**src/rtl/goertzel_ctrl_pkg.sv**
```systemverilog
// rtl/goertzel_ctrl_pkg.sv - shared types and helpers for the Goertzel channel scan controller
package goertzel_ctrl_pkg;

    localparam int DEF_POWER_W = 32;

    typedef enum logic [2:0] {
        S_IDLE,
        S_SETTLE,
        S_START,
        S_WAIT,
        S_STORE,
        S_PUBLISH
    } scan_state_t;

    function automatic int ch_w(input int n);
        return (n < 2) ? 1 : $clog2(n);
    endfunction

endpackage

```
**src/rtl/scan_peak_tracker.sv**
```systemverilog
// rtl/scan_peak_tracker.sv - running peak value/index register with strict-greater update
module scan_peak_tracker #(
    parameter int VAL_W = 32,
    parameter int IDX_W = 2
) (
    input  logic             clk,
    input  logic             rst,
    input  logic             clr_i,
    input  logic             en_i,
    input  logic             first_i,
    input  logic [VAL_W-1:0] val_i,
    input  logic [IDX_W-1:0] idx_i,
    output logic [VAL_W-1:0] peak_o,
    output logic [IDX_W-1:0] peak_idx_o
);

    logic [VAL_W-1:0] peak_q, peak_d;
    logic [IDX_W-1:0] idx_q, idx_d;

    // Strict compare keeps the lowest index on ties; first_i seeds unconditionally.
    always_comb begin
        peak_d = peak_q;
        idx_d  = idx_q;
        if (clr_i) begin
            peak_d = '0;
            idx_d  = '0;
        end else if (en_i && (first_i || (val_i > peak_q))) begin
            peak_d = val_i;
            idx_d  = idx_i;
        end
    end

    always_ff @(posedge clk or posedge rst) begin
        if (rst) begin
            peak_q <= '0;
            idx_q  <= '0;
        end else begin
            peak_q <= peak_d;
            idx_q  <= idx_d;
        end
    end

    assign peak_o     = peak_q;
    assign peak_idx_o = idx_q;

endmodule

```
**src/rtl/goertzel_scan_ctrl.sv**
```systemverilog
// rtl/goertzel_scan_ctrl.sv - round-robin sequencer sharing one Goertzel engine across channels
module goertzel_scan_ctrl
    import goertzel_ctrl_pkg::*;
#(
    parameter int NUM_CH         = 3,
    parameter int SETTLE_CYCLES  = 4,
    parameter int TIMEOUT_CYCLES = 1048576,
    parameter int POWER_W        = DEF_POWER_W,
    localparam int CH_W          = ch_w(NUM_CH)
) (
    input  logic                      clk,
    input  logic                      rst,
    input  logic                      enable_i,
    output logic [CH_W-1:0]           ch_sel_o,
    output logic                      eng_start_o,
    output logic                      eng_clr_o,
    input  logic                      eng_done_i,
    input  logic [POWER_W-1:0]        eng_power_i,
    output logic [NUM_CH*POWER_W-1:0] powers_o,
    output logic [CH_W-1:0]           peak_ch_o,
    output logic [POWER_W-1:0]        peak_power_o,
    output logic [NUM_CH-1:0]         timeout_o,
    output logic                      frame_valid_o,
    output logic                      busy_o
);

    localparam int SET_W = $clog2(SETTLE_CYCLES + 1);
    localparam int TMO_W = (TIMEOUT_CYCLES < 2) ? 1 : $clog2(TIMEOUT_CYCLES);

    scan_state_t state_q, state_d;
    logic [CH_W-1:0]    ch_q, ch_d;
    logic [SET_W-1:0]   settle_q, settle_d;
    logic [TMO_W-1:0]   tmo_cnt_q, tmo_cnt_d;
    logic [NUM_CH-1:0]  tmo_q, tmo_d;
    logic [POWER_W-1:0] scratch_q [NUM_CH];

    logic               cap_en;
    logic [POWER_W-1:0] cap_val;
    logic               pk_clr, pk_en, publish;
    logic [POWER_W-1:0] pk_val;
    logic [CH_W-1:0]    pk_idx;

    logic [NUM_CH*POWER_W-1:0] powers_q;
    logic [CH_W-1:0]           peak_ch_q;
    logic [POWER_W-1:0]        peak_power_q;
    logic [NUM_CH-1:0]         timeout_q;
    logic                      frame_valid_q;

    always_comb begin
        state_d     = state_q;
        ch_d        = ch_q;
        settle_d    = settle_q;
        tmo_cnt_d   = tmo_cnt_q;
        tmo_d       = tmo_q;
        cap_en      = 1'b0;
        cap_val     = eng_power_i;
        eng_start_o = 1'b0;
        eng_clr_o   = 1'b0;
        pk_clr      = 1'b0;
        pk_en       = 1'b0;
        publish     = 1'b0;
        case (state_q)
            S_IDLE: begin
                if (enable_i) begin
                    ch_d     = '0;
                    settle_d = SET_W'(SETTLE_CYCLES);
                    tmo_d    = '0;
                    pk_clr   = 1'b1;
                    state_d  = S_SETTLE;
                end
            end
            S_SETTLE: begin
                settle_d = settle_q - SET_W'(1);
                if (settle_q == SET_W'(1)) begin
                    state_d = S_START;
                end
            end
            S_START: begin
                eng_start_o = 1'b1;
                tmo_cnt_d   = '0;
                state_d     = S_WAIT;
            end
            S_WAIT: begin
                // A done landing on the terminal count is still a valid answer.
                if (eng_done_i) begin
                    cap_en  = 1'b1;
                    state_d = S_STORE;
                end else if (tmo_cnt_q == TMO_W'(TIMEOUT_CYCLES - 1)) begin
                    cap_en      = 1'b1;
                    cap_val     = '0;
                    tmo_d[ch_q] = 1'b1;
                    eng_clr_o   = 1'b1;
                    state_d     = S_STORE;
                end else begin
                    tmo_cnt_d = tmo_cnt_q + TMO_W'(1);
                end
            end
            S_STORE: begin
                pk_en = 1'b1;
                if (ch_q == CH_W'(NUM_CH - 1)) begin
                    state_d = S_PUBLISH;
                end else begin
                    ch_d     = ch_q + CH_W'(1);
                    settle_d = SET_W'(SETTLE_CYCLES);
                    state_d  = S_SETTLE;
                end
            end
            S_PUBLISH: begin
                publish = 1'b1;
                ch_d    = '0;
                if (enable_i) begin
                    settle_d = SET_W'(SETTLE_CYCLES);
                    tmo_d    = '0;
                    pk_clr   = 1'b1;
                    state_d  = S_SETTLE;
                end else begin
                    state_d = S_IDLE;
                end
            end
            default: state_d = S_IDLE;
        endcase
    end

    always_ff @(posedge clk or posedge rst) begin
        if (rst) begin
            state_q       <= S_IDLE;
            ch_q          <= '0;
            settle_q      <= '0;
            tmo_cnt_q     <= '0;
            tmo_q         <= '0;
            powers_q      <= '0;
            peak_ch_q     <= '0;
            peak_power_q  <= '0;
            timeout_q     <= '0;
            frame_valid_q <= 1'b0;
            for (int i = 0; i < NUM_CH; i++) begin
                scratch_q[i] <= '0;
            end
        end else begin
            state_q       <= state_d;
            ch_q          <= ch_d;
            settle_q      <= settle_d;
            tmo_cnt_q     <= tmo_cnt_d;
            tmo_q         <= tmo_d;
            frame_valid_q <= publish;
            if (cap_en) begin
                scratch_q[ch_q] <= cap_val;
            end
            // Frame outputs and the valid pulse change together on the PUBLISH exit edge.
            if (publish) begin
                for (int i = 0; i < NUM_CH; i++) begin
                    powers_q[i*POWER_W +: POWER_W] <= scratch_q[i];
                end
                timeout_q    <= tmo_q;
                peak_ch_q    <= pk_idx;
                peak_power_q <= pk_val;
            end
        end
    end

    scan_peak_tracker #(
        .VAL_W (POWER_W),
        .IDX_W (CH_W)
    ) u_peak (
        .clk        (clk),
        .rst        (rst),
        .clr_i      (pk_clr),
        .en_i       (pk_en),
        .first_i    (ch_q == '0),
        .val_i      (scratch_q[ch_q]),
        .idx_i      (ch_q),
        .peak_o     (pk_val),
        .peak_idx_o (pk_idx)
    );

    assign ch_sel_o      = ch_q;
    assign powers_o      = powers_q;
    assign peak_ch_o     = peak_ch_q;
    assign peak_power_o  = peak_power_q;
    assign timeout_o     = timeout_q;
    assign frame_valid_o = frame_valid_q;
    assign busy_o        = (state_q != S_IDLE);

endmodule

```
**config.mk**
```make
export PLATFORM = sky130hd
export DESIGN_NAME = goertzel_scan_ctrl
export DESIGN_NICKNAME = d
export VERILOG_FILES = /design/src/rtl/goertzel_ctrl_pkg.sv /design/src/rtl/scan_peak_tracker.sv /design/src/rtl/goertzel_scan_ctrl.sv
export SDC_FILE = /design/constraint.sdc
export NUM_CORES = 1
export LEC_CHECK = 0
export CORE_AREA = 3 3 199 298
export CTS_BUF_LIST = sky130_fd_sc_hd__clkbuf_8
export DETAILED_ROUTE_END_ITERATION = 8
export DIE_AREA = 0 0 202 301
export PLACE_DENSITY = 0.43
export SYNTH_ARGS = -nofsm -noshare
export SYNTH_HDL_FRONTEND = slang
export SYNTH_HIERARCHICAL = 1
export SYNTH_SLANG_ARGS = --single-unit
export TNS_END_PERCENT = 100
```
**constraint.sdc**
```tcl
create_clock -name clk -period 9.9 [get_ports clk]
set_input_delay 2.97 -clock clk [delete_from_list [all_inputs] [get_ports clk]]
set_output_delay 2.97 -clock clk [all_outputs]
set_load 0.1 [all_outputs]
```
==> flow_summary.toml, run 1 <==
[setup_path]
crit_slowest_cell = "clkdlybuf4s50_1"
cpLargestDelayFamily = "buffers and inverters"
critPathBufInv = 2
arrival_ns = 5.61
worst_setup_path_start_kind = "input port"
crit_fanout = 8
required_ns = 6.93
critPathMaxStageDelay_ns = 1.20
cp_cell_sequence = "clkdlybuf4s50_1 -> and4bb_1 -> nand3_1 -> nor2_1 -> clkdlybuf4s50_1"
crit_top_cell = "clkdlybuf4s50_1"
cp-end-kind = "output port"
crit_type = "in -> out"

[final_layout]
area_growth_pct = 26.51
multi_input_area_sq_um = 5627
seqCellArea_sq_um = 7385
drive_gt1_share_pct = 11.24
layout.nets = 1581
fill_cells = 5898
layout.cells.non_filler = 2312
postLayoutCellArea_sq_um = 17180

[synth]
synth-compound-area-share_pct = 10.60
muxShareOfSynthArea_pct = 4.866
synth_common_cells = "nand2_1 (451), dfrtp_1 (295), a22o_1 (97), mux2i_1 (66), or2b_2 (56)"
synth-edff-count = 0
yosysMostFrequentCell = "nand2_1"
avgSynthCellArea_sq_um = 10.09
ys_seq_elements = 295
synth_ff_type = "dfrtp_1"
syn_inst = 1346
synthSimpleGateAreaFrac_pct = 21.48
synthesis.nets = 1420
synth_xor_area_share_pct = 0.7096
synth_top_family_by_area = "simple AND/OR/NAND/NOR gates"
synthTopCellsByArea = "dfrtp_1 (54%), nand2_1 (12%), a22o_1 (6.3%)"
yosys_warnings = 6
synth_top_area_share_pct = 54.37
yosysSeqAreaShare_pct = 54.37
synthAdderAreaFrac_pct = 3.502
syn_area_sq_um = 13580
synth_top_area_cell = "dfrtp_1"
yosysUniqueCellTypes = 58
async_flop_share_pct = 100.0

[sta]
rsz0062_at_grt = "false"
max_slew.worst_pin.slew_ns = 1.139
maxSlewHeadroom_pct = 23.82
layout_setup_ws_ns = 1.320
setup_violations = 0
fin_crit_ns = 8.580
tns_ns = 0
hold_viol_final = 0
period_share_pct = 86.67
maxSlewViolCount = 0
fmax_mhz = 116.5
clock_skew_ns = 0.02296

[cts]
cts-buffers-inserted = 52
cts_hold_buf = 0
cts_tree = "done"
htreeDepth = 2
cts_setup_buffers = 0
clock-sinks = 295
clock_latency_ns = 0.63
path_clk_slew_ns = 0.06
cts_resized = 0
cts_root_buffer = "clkbuf_8"
clock_path_buffers = 3

[power]
peakVddDrop_v = 0.0001801
p_per_area_nw_per_um2 = 380.4
leakage_nw = 8.206

[place]
post_dp_cell_area_sq_um = 15970
placed_cells = 2216
portBuffers = 174
place_ws_ns = 1.327
dp_hpwl_um = 27190
gp_congestion = 0.7534

[min_path]
holdCritPathClass = "reg -> reg"

[global_route]
grt_usage_pct = 14.41
grt_antenna_before_repair = 1
grt_max_degree = 121
grt_pass1_wl_um = 67480
overflow = 0
grt_pass1_vias = 10760

[die]
start_util_pct = 23.86
die_x_um = 202
num_rows = 107
die-area_sq_um = 60800
die_h_um = 301
io_pins = 175
coreArea_sq_um = 56900

[detailed_routing]
vias = 10160
drc = 0
drt_iter0_markers = 351
wirelength_um = 43680
vias_per_cell = 4.395
routedWlPerCell_um = 18.89
drtPass1Iterations = 4
drtAntennaViolNets = 0

[run_status]
status = "finished clean"

[run]
maxCapViolCount = 0
[registers in the layout, summed over array words and instances (netlist names)]
signal / cells
frame_valid_o: 1
tmo_cnt_q: 20
scratch_q: 96
state_q: 3
timeout_o: 3
settle_q: 3
u_peak/peak_idx_o: 2
peak_ch_o: 2
ch_sel_o: 2
tmo_q: 3
powers_o: 96
u_peak/peak_o: 32
peak_power_o: 32
[cells in the final DEF, fill, tap and decap left out, types with 11 or more instances in the layout]
cell,count
a21oi_1,24
inv_1,53
or2b_2,56
nand2_1,450
a22o_1,97
clkdlybuf4s50_1,174
mux2i_1,66
clkbuf_8,73
nor2_1,22
ha_1,38
nand2b_1,12
nand3_1,16
dfrtp_1,293
o21ai_0,52
nor3_1,11
[metal layers]
metal	vias up	GRT usage, %	part of all wire (%)
li1	4838	-	-
met1	5059	17.26	42
met2	190	25.69	51
met3	74	2.758	3.8
met4	0	5.204	3.3
met5	-	0	0
[worst paths after layout]
path | slack (ns) | endpoint | startpoint | cells after the start
min in group asynchronous | 2.89 | peak_power_o[3] | rst | 2
hold / removal | 0.47 | peak_ch_o[0] | u_peak/peak_idx_o[0] | 2
setup reg to reg | 4.65 | u_peak/peak_o[5] | ch_sel_o[0] | 13
max in group asynchronous | 5.74 | powers_o[15] | rst | 3
setup / recovery | 1.32 | eng_clr_o | eng_done_i | 5
hold reg to reg | 0.47 | peak_ch_o[0] | u_peak/peak_idx_o[0] | 2
[cell type report]
class	count	area share [%]
well taps	763	5.558
multi-input cells	929	32.76
diodes	1	0.01457
flip-flops and latches	295	42.99
inverters	45	1.020
clock inverters	22	1.158
clock buffers	73	5.849
repair buffers	184	10.65
[cells by family after synthesis]
kind of cell	Yosys count
and+or+nand+nor	616
muxes	66
xor gates and xnor gates	11
adders and majority gates	38
DFF	295
AOI/OAI and AO/OA	198
buffers and inverters	122
[worst reg2reg max path, stage by stage (launching register included)]
cell	delay (ns)
dfrtp_2	0.93
inv_1	0.30
nor2_4	0.47
buf_4	0.43
nand2_1	0.10
o21ai_0	0.14
ha_1	0.32
nand4_2	0.18
inv_1	0.06
a221oi_1	0.46
nand3_1	0.27
a31oi_4	0.72
buf_4	0.53
mux2i_1	0.26
[power breakdown]
part           total [mW]  internal [mW]  switching (mW)  leakage [nW]
Clock                1.31          0.756           0.551         0.669
Combinational        3.27          0.896            2.37          3.56
Sequential           1.96           1.63           0.332          3.97
Total                6.53           3.28            3.25          8.21
[stage by stage]
stage               power (mW)  utilization, %  hold slack (ns)
floorplan                4.390               -           0.4302
global placement         5.267           28.07           0.4590
detailed placement       5.297           28.07           0.4593
CTS                      6.659           30.18           0.4759
global route             6.940           30.19           0.4922
finish                   6.535           30.19           0.4719
No activity file was read; power rests on OpenSTA's default activity.
==> run 2: changes to the inputs <==
Settings changed: CTS_CLUSTER_DIAMETER set to 50.
==> run 2 against run 1 <==
  * Clock-buffer cell count is 1 lower
  * Register-to-register slack better by 0.02 ns
  * Worst setup slack better by 0.013 ns
  * Critical endpoint unchanged
==> flow_summary.toml, run 2 (synthesized netlist as in run 1, its figures left out) <==
[sta]
fin_crit_ns = 8.568
rsz0062_at_grt = "false"
tns_ns = 0
max_slew.worst_pin.slew_ns = 1.156
layout_setup_ws_ns = 1.332
hold_viol_final = 0
maxSlewHeadroom_pct = 22.90
maxSlewViolCount = 0
period_share_pct = 86.54
clock_skew_ns = 0.05980
setup_violations = 0
fmax_mhz = 116.7

[cts]
cts_setup_buffers = 0
cts_tree = "done"
cts_root_buffer = "clkbuf_8"
clock_path_buffers = 3
cts-buffers-inserted = 54
cts_resized = 0
htreeDepth = 2
clock_latency_ns = 0.66
path_clk_slew_ns = 0.06
cts_hold_buf = 0
clock-sinks = 295

[detailed_routing]
wirelength_um = 43520
drtPass1Iterations = 5
vias_per_cell = 4.390
drt_iter0_markers = 382
drc = 0
drtAntennaViolNets = 0
vias = 10170
routedWlPerCell_um = 18.78

[power]
p_switching_mw = 3.267
p_per_area_nw_per_um2 = 381.5
internal-power_mw = 3.310
swShare_pct = 49.67
p_seq_share_pct = 29.8
leakage_nw = 8.240
peakVddDrop_v = 0.0001801
p_clk_share_pct = 20.6
combPwrFrac_pct = 49.6

[global_route]
grt_pass1_wl_um = 67430
grt_usage_pct = 14.35
grt_max_degree = 121
grt_pass1_vias = 10790
overflow = 0
grt_antenna_before_repair = 1

[place]
placed_cells = 2216
dp_hpwl_um = 27190
place_ws_ns = 1.327
portBuffers = 174
gp_congestion = 0.7534

[setup_path]
crit_fanout = 8
timing.rr.start = "ch_sel_o[0]"
reg2reg_slack_ns = 4.67
worst_setup_path_start_kind = "input port"
crit_type = "in -> out"
cp-end-kind = "output port"
r2r_cells = 13
reg2reg_to = "u_peak/peak_o[2]"
required_ns = 6.93
arrival_ns = 5.60

[die]
num_rows = 107
coreArea_sq_um = 56900
die_h_um = 301
start_util_pct = 23.86
die_x_um = 202
io_pins = 175
die-area_sq_um = 60800

[min_path]
holdCritPathClass = "reg -> reg"
min_to = "peak_power_o[16]"
whs_path_depth = 2
hp-start = "u_peak/peak_o[16]"

[final_layout]
final_common_cell = "nand2_1"
layout.cells.most_common_list = "nand2_1 (450), dfrtp_1 (293), clkdlybuf4s50_1 (174)"
area_growth_pct = 26.99
drive_gt1_share_pct = 11.40
layout.cells.non_filler = 2317
layout.nets = 1583

[run_status]
status = "finished clean"

[run]
maxCapViolCount = 0
[run 2: area by class of cell]
class,count,area (sq um)
fillers,5899,39660
flip-flops and latches,295,7385
multi-input cells,929,5627
repair buffers,184,1829
clock buffers,72,991.0
well taps,763,954.7
clock inverters,28,277.8
inverters,45,175.2
diodes,1,2.502
[run 2: per-stage QoR]
stage | power [mW] | hold WS [ns] | instance area, sq um | util [%]
final | 6.577 | 0.4692 | 17240 | 30.30
after detailed placement | 5.297 | 0.4593 | 15970 | 28.07
after floorplan | 4.390 | 0.4302 | 13580 | -
after CTS | 6.707 | 0.4583 | 17240 | 30.30
after global placement | 5.267 | 0.4590 | 15970 | 28.07
after global routing | 6.986 | 0.4922 | 17240 | 30.30
[run 2: how the worst max path moves through the flow]
stage | from | end | slack [ns] | cells past startpoint
2_1_floorplan | eng_done_i | eng_clr_o | 2.09 | 3
3_3_place_gp | eng_done_i | eng_clr_o | 1.37 | 5
3_5_place_dp | eng_done_i | eng_clr_o | 1.33 | 5
4_1_cts | eng_done_i | eng_clr_o | 1.33 | 5
5_1_grt | eng_done_i | eng_clr_o | 1.19 | 5
6_report | eng_done_i | eng_clr_o | 1.33 | 5
[run 2: power by group through the flow]
stage                     sequential, mW  combinational, mW  clock, mW
after CTS                           1.97               3.32       1.41
after global routing                2.03               3.49       1.46
after detailed placement            1.99               3.31          0
after global placement              1.97               3.29          0
final                               1.96               3.26       1.35
after floorplan                     3.33               1.06          0
[run 2: worst max-delay path: stages]
cell             delay (ns)
clkdlybuf4s50_1        0.46
and4bb_1               0.37
nand3_1                0.28
nor2_1                 0.32
clkdlybuf4s50_1        1.19
[run 2: per-layer routing]
| metal | global-route usage, % | up-vias | routed length, um |
|---|---|---|---|
| met3 | 2.585 | 68 | 1635 |
| met4 | 5.054 | 0 | 1365 |
| met5 | 0 | - | 0 |
| met1 | 17.15 | 5051 | 17980 |
| met2 | 25.80 | 200 | 22530 |
| li1 | - | 4852 | - |
==> run 3: changes to the inputs <==
Settings changed: CORE_AREA 3 3 199 298 to 3 3 200 300, DIE_AREA 0 0 202 301 to 0 0 203 303, SYNTH_HIERARCHICAL 1 to unset.
==> run 3 against run 2 <==
  * Core utilization is 0.071 points higher
  * Critical path depth is 2 lower
  * Worst setup slack better by 0.96 ns
  * Via count is 13% higher
  * Combinational power is 17% lower
  * Critical endpoint unchanged
  * Largest cell class unchanged
  * Largest power group unchanged
==> flow_summary.toml, run 3 <==
[run_status]
status = "finished clean"

[synth]
synth_ff_type = "dfrtp_1"
synth_common_cells = "nand2_1 (388), dfrtp_1 (295), o21ai_0 (104), a22o_1 (96), clkbuf_1 (83)"
synth_top_area_share_pct = 53.43
async_flop_share_pct = 100.0
avgSynthCellArea_sq_um = 9.785
yosysSeqAreaShare_pct = 53.43
yosysUniqueCellTypes = 62
syn_inst = 1412
syn_area_sq_um = 13820
synth_top_area_cell = "dfrtp_1"
ys_seq_elements = 295
synthesis.nets = 1486
synth-edff-count = 0
yosysMostFrequentCell = "nand2_1"
yosys_warnings = 0
synthTopCellsByArea = "dfrtp_1 (53%), nand2_1 (11%), a22o_1 (6.1%)"

[place]
gp_congestion = 0.7825
portBuffers = 174
dp_hpwl_um = 31370

[power]
peakVddDrop_v = 0.0001354
p_per_area_nw_per_um2 = 332.6
combPwrFrac_pct = 46.6
p_seq_share_pct = 30.1
leakage_nw = 7.931
swShare_pct = 48.77
internal-power_mw = 2.986
p_clk_share_pct = 23.3
p_switching_mw = 2.843

[sta]
fmax_mhz = 131.5
whs_ns = 0.4695
maxSlewHeadroom_pct = 18.51
clock_skew_ns = 0.04238
fin_crit_ns = 7.603
setup_violations = 0
hold_viol_final = 0
period_share_pct = 76.80
rsz0062_at_grt = "false"
maxSlewViolCount = 0
tns_ns = 0
max_slew.worst_pin.slew_ns = 1.218

[cts]
clock_latency_ns = 0.66
cts_hold_buf = 0
cts-buffers-inserted = 54
cts_tree = "done"
clock-sinks = 295
htreeDepth = 2
cts_root_buffer = "clkbuf_8"
cts_resized = 0
cts_setup_buffers = 0
clock_path_buffers = 3
path_clk_slew_ns = 0.06

[final_layout]
final_common_cell = "nand2_1"
layout.cells.most_common_list = "nand2_1 (388), dfrtp_1 (294), clkdlybuf4s50_1 (173)"
area_growth_pct = 26.84
drive_gt1_share_pct = 8.349
layout.nets = 1634

[setup_path]
worst_setup_path_start_kind = "input port"
required_ns = 6.93
crit_type = "in -> out"
arrival_ns = 4.63
cp-end-kind = "output port"
reg2reg_slack_ns = 4.79
crit_fanout = 8

[die]
io_pins = 175
coreArea_sq_um = 57700
num_rows = 108
start_util_pct = 23.95
die_h_um = 303
die_x_um = 203
die-area_sq_um = 61510

[global_route]
grt_antenna_before_repair = 4
overflow = 0
grt_pass1_vias = 11670
grt_max_degree = 109
grt_usage_pct = 15.83
grt_pass1_wl_um = 74820

[detailed_routing]
vias = 11450
routedWlPerCell_um = 20.82
wirelength_um = 49530
drtAntennaViolNets = 0
drt_iter0_markers = 646
drc = 0
vias_per_cell = 4.813
drtPass1Iterations = 5

[run]
maxCapViolCount = 0

[min_path]
holdCritPathClass = "reg -> reg"
==> run 3: cell types whose count changed after synthesis, moves of 10 or more <==
cell / change
or2b_2: -56
a32oi_1: +34
buf_2: -10
nand4_1: +40
mux2i_1: -33
nand2_1: -63
and4_1: +34
nand3_1: +26
clkbuf_1: +34
o21ai_0: +52
==> run 3: power by group through the flow <==
stage | combinational (mW) | clock, mW | sequential, mW
after CTS | 2.75 | 1.41 | 1.76
after floorplan | 0.957 | 0 | 2.70
final | 2.72 | 1.36 | 1.76
after global routing | 2.90 | 1.46 | 1.80
after detailed placement | 2.75 | 0 | 1.78
after global placement | 2.73 | 0 | 1.77
==> run 3: area by class of cell <==
type | count | area [sq um]
tap | 770 | 963.4
clock inverter | 31 | 299.0
sequential | 295 | 7383
fill | 6134 | 40170
inverter | 44 | 170.2
timing repair buffer | 197 | 1924
antenna | 4 | 10.01
clock buffer | 70 | 963.4
multi-input combinational | 968 | 5812
==> run 3: kinds of logic after synthesis <==
| logic type | count (synthesis) | synth area share [%] |
|---|---|---|
| buf+inv | 149 | 4.790 |
| simple gates | 586 | 19.77 |
| fa+ha+maj | 39 | 3.514 |
| compound gates | 298 | 15.35 |
| xor+xnor | 12 | 0.7607 |
| flops | 295 | 53.43 |
| mux | 33 | 2.391 |
==> run 3: routing by layer <==
| layer | global-route usage, % | up-vias | share of wire [%] |
|---|---|---|---|
| li1 | - | 5319 | - |
| met1 | 18.84 | 5737 | 40 |
| met2 | 28.57 | 323 | 52 |
| met3 | 2.952 | 72 | 5.1 |
| met4 | 5.465 | 0 | 3.0 |
| met5 | 0 | - | 0 |
==> run 3: through the flow <==
stage / instance area, sq um / setup WS (ns) / util, % / power (mW) / std cells
after floorplan: 13820 / 0.7968 / - / 3.657 / 1412
after global placement: 16250 / 2.392 / 28.17 / 4.501 / 2274
after detailed placement: 16250 / 2.284 / 28.17 / 4.524 / 2274
after CTS: 17520 / 2.267 / 30.36 / 5.919 / 2375
after global routing: 17520 / 2.192 / 30.37 / 6.154 / 2378
final: 17530 / 2.297 / 30.37 / 5.829 / 2379
==> run 3: worst max-delay path, cell delays in order <==
cell,delay (ns)
clkdlybuf4s50_1,0.56
nor4_1,0.68
buf_4,0.41
==> run 3: worst paths after layout <==
check                              from           endpoint  cells after the start
min in group asynchronous           rst       peak_ch_o[1]                      2
max in group asynchronous           rst       powers_o[41]                      4
setup / recovery             eng_done_i          eng_clr_o                      3
setup reg to reg            ch_sel_o[1]  u_peak.peak_o[17]                     12
hold reg to reg            powers_o[90]       powers_o[90]                      2
hold / removal             powers_o[90]       powers_o[90]                      2
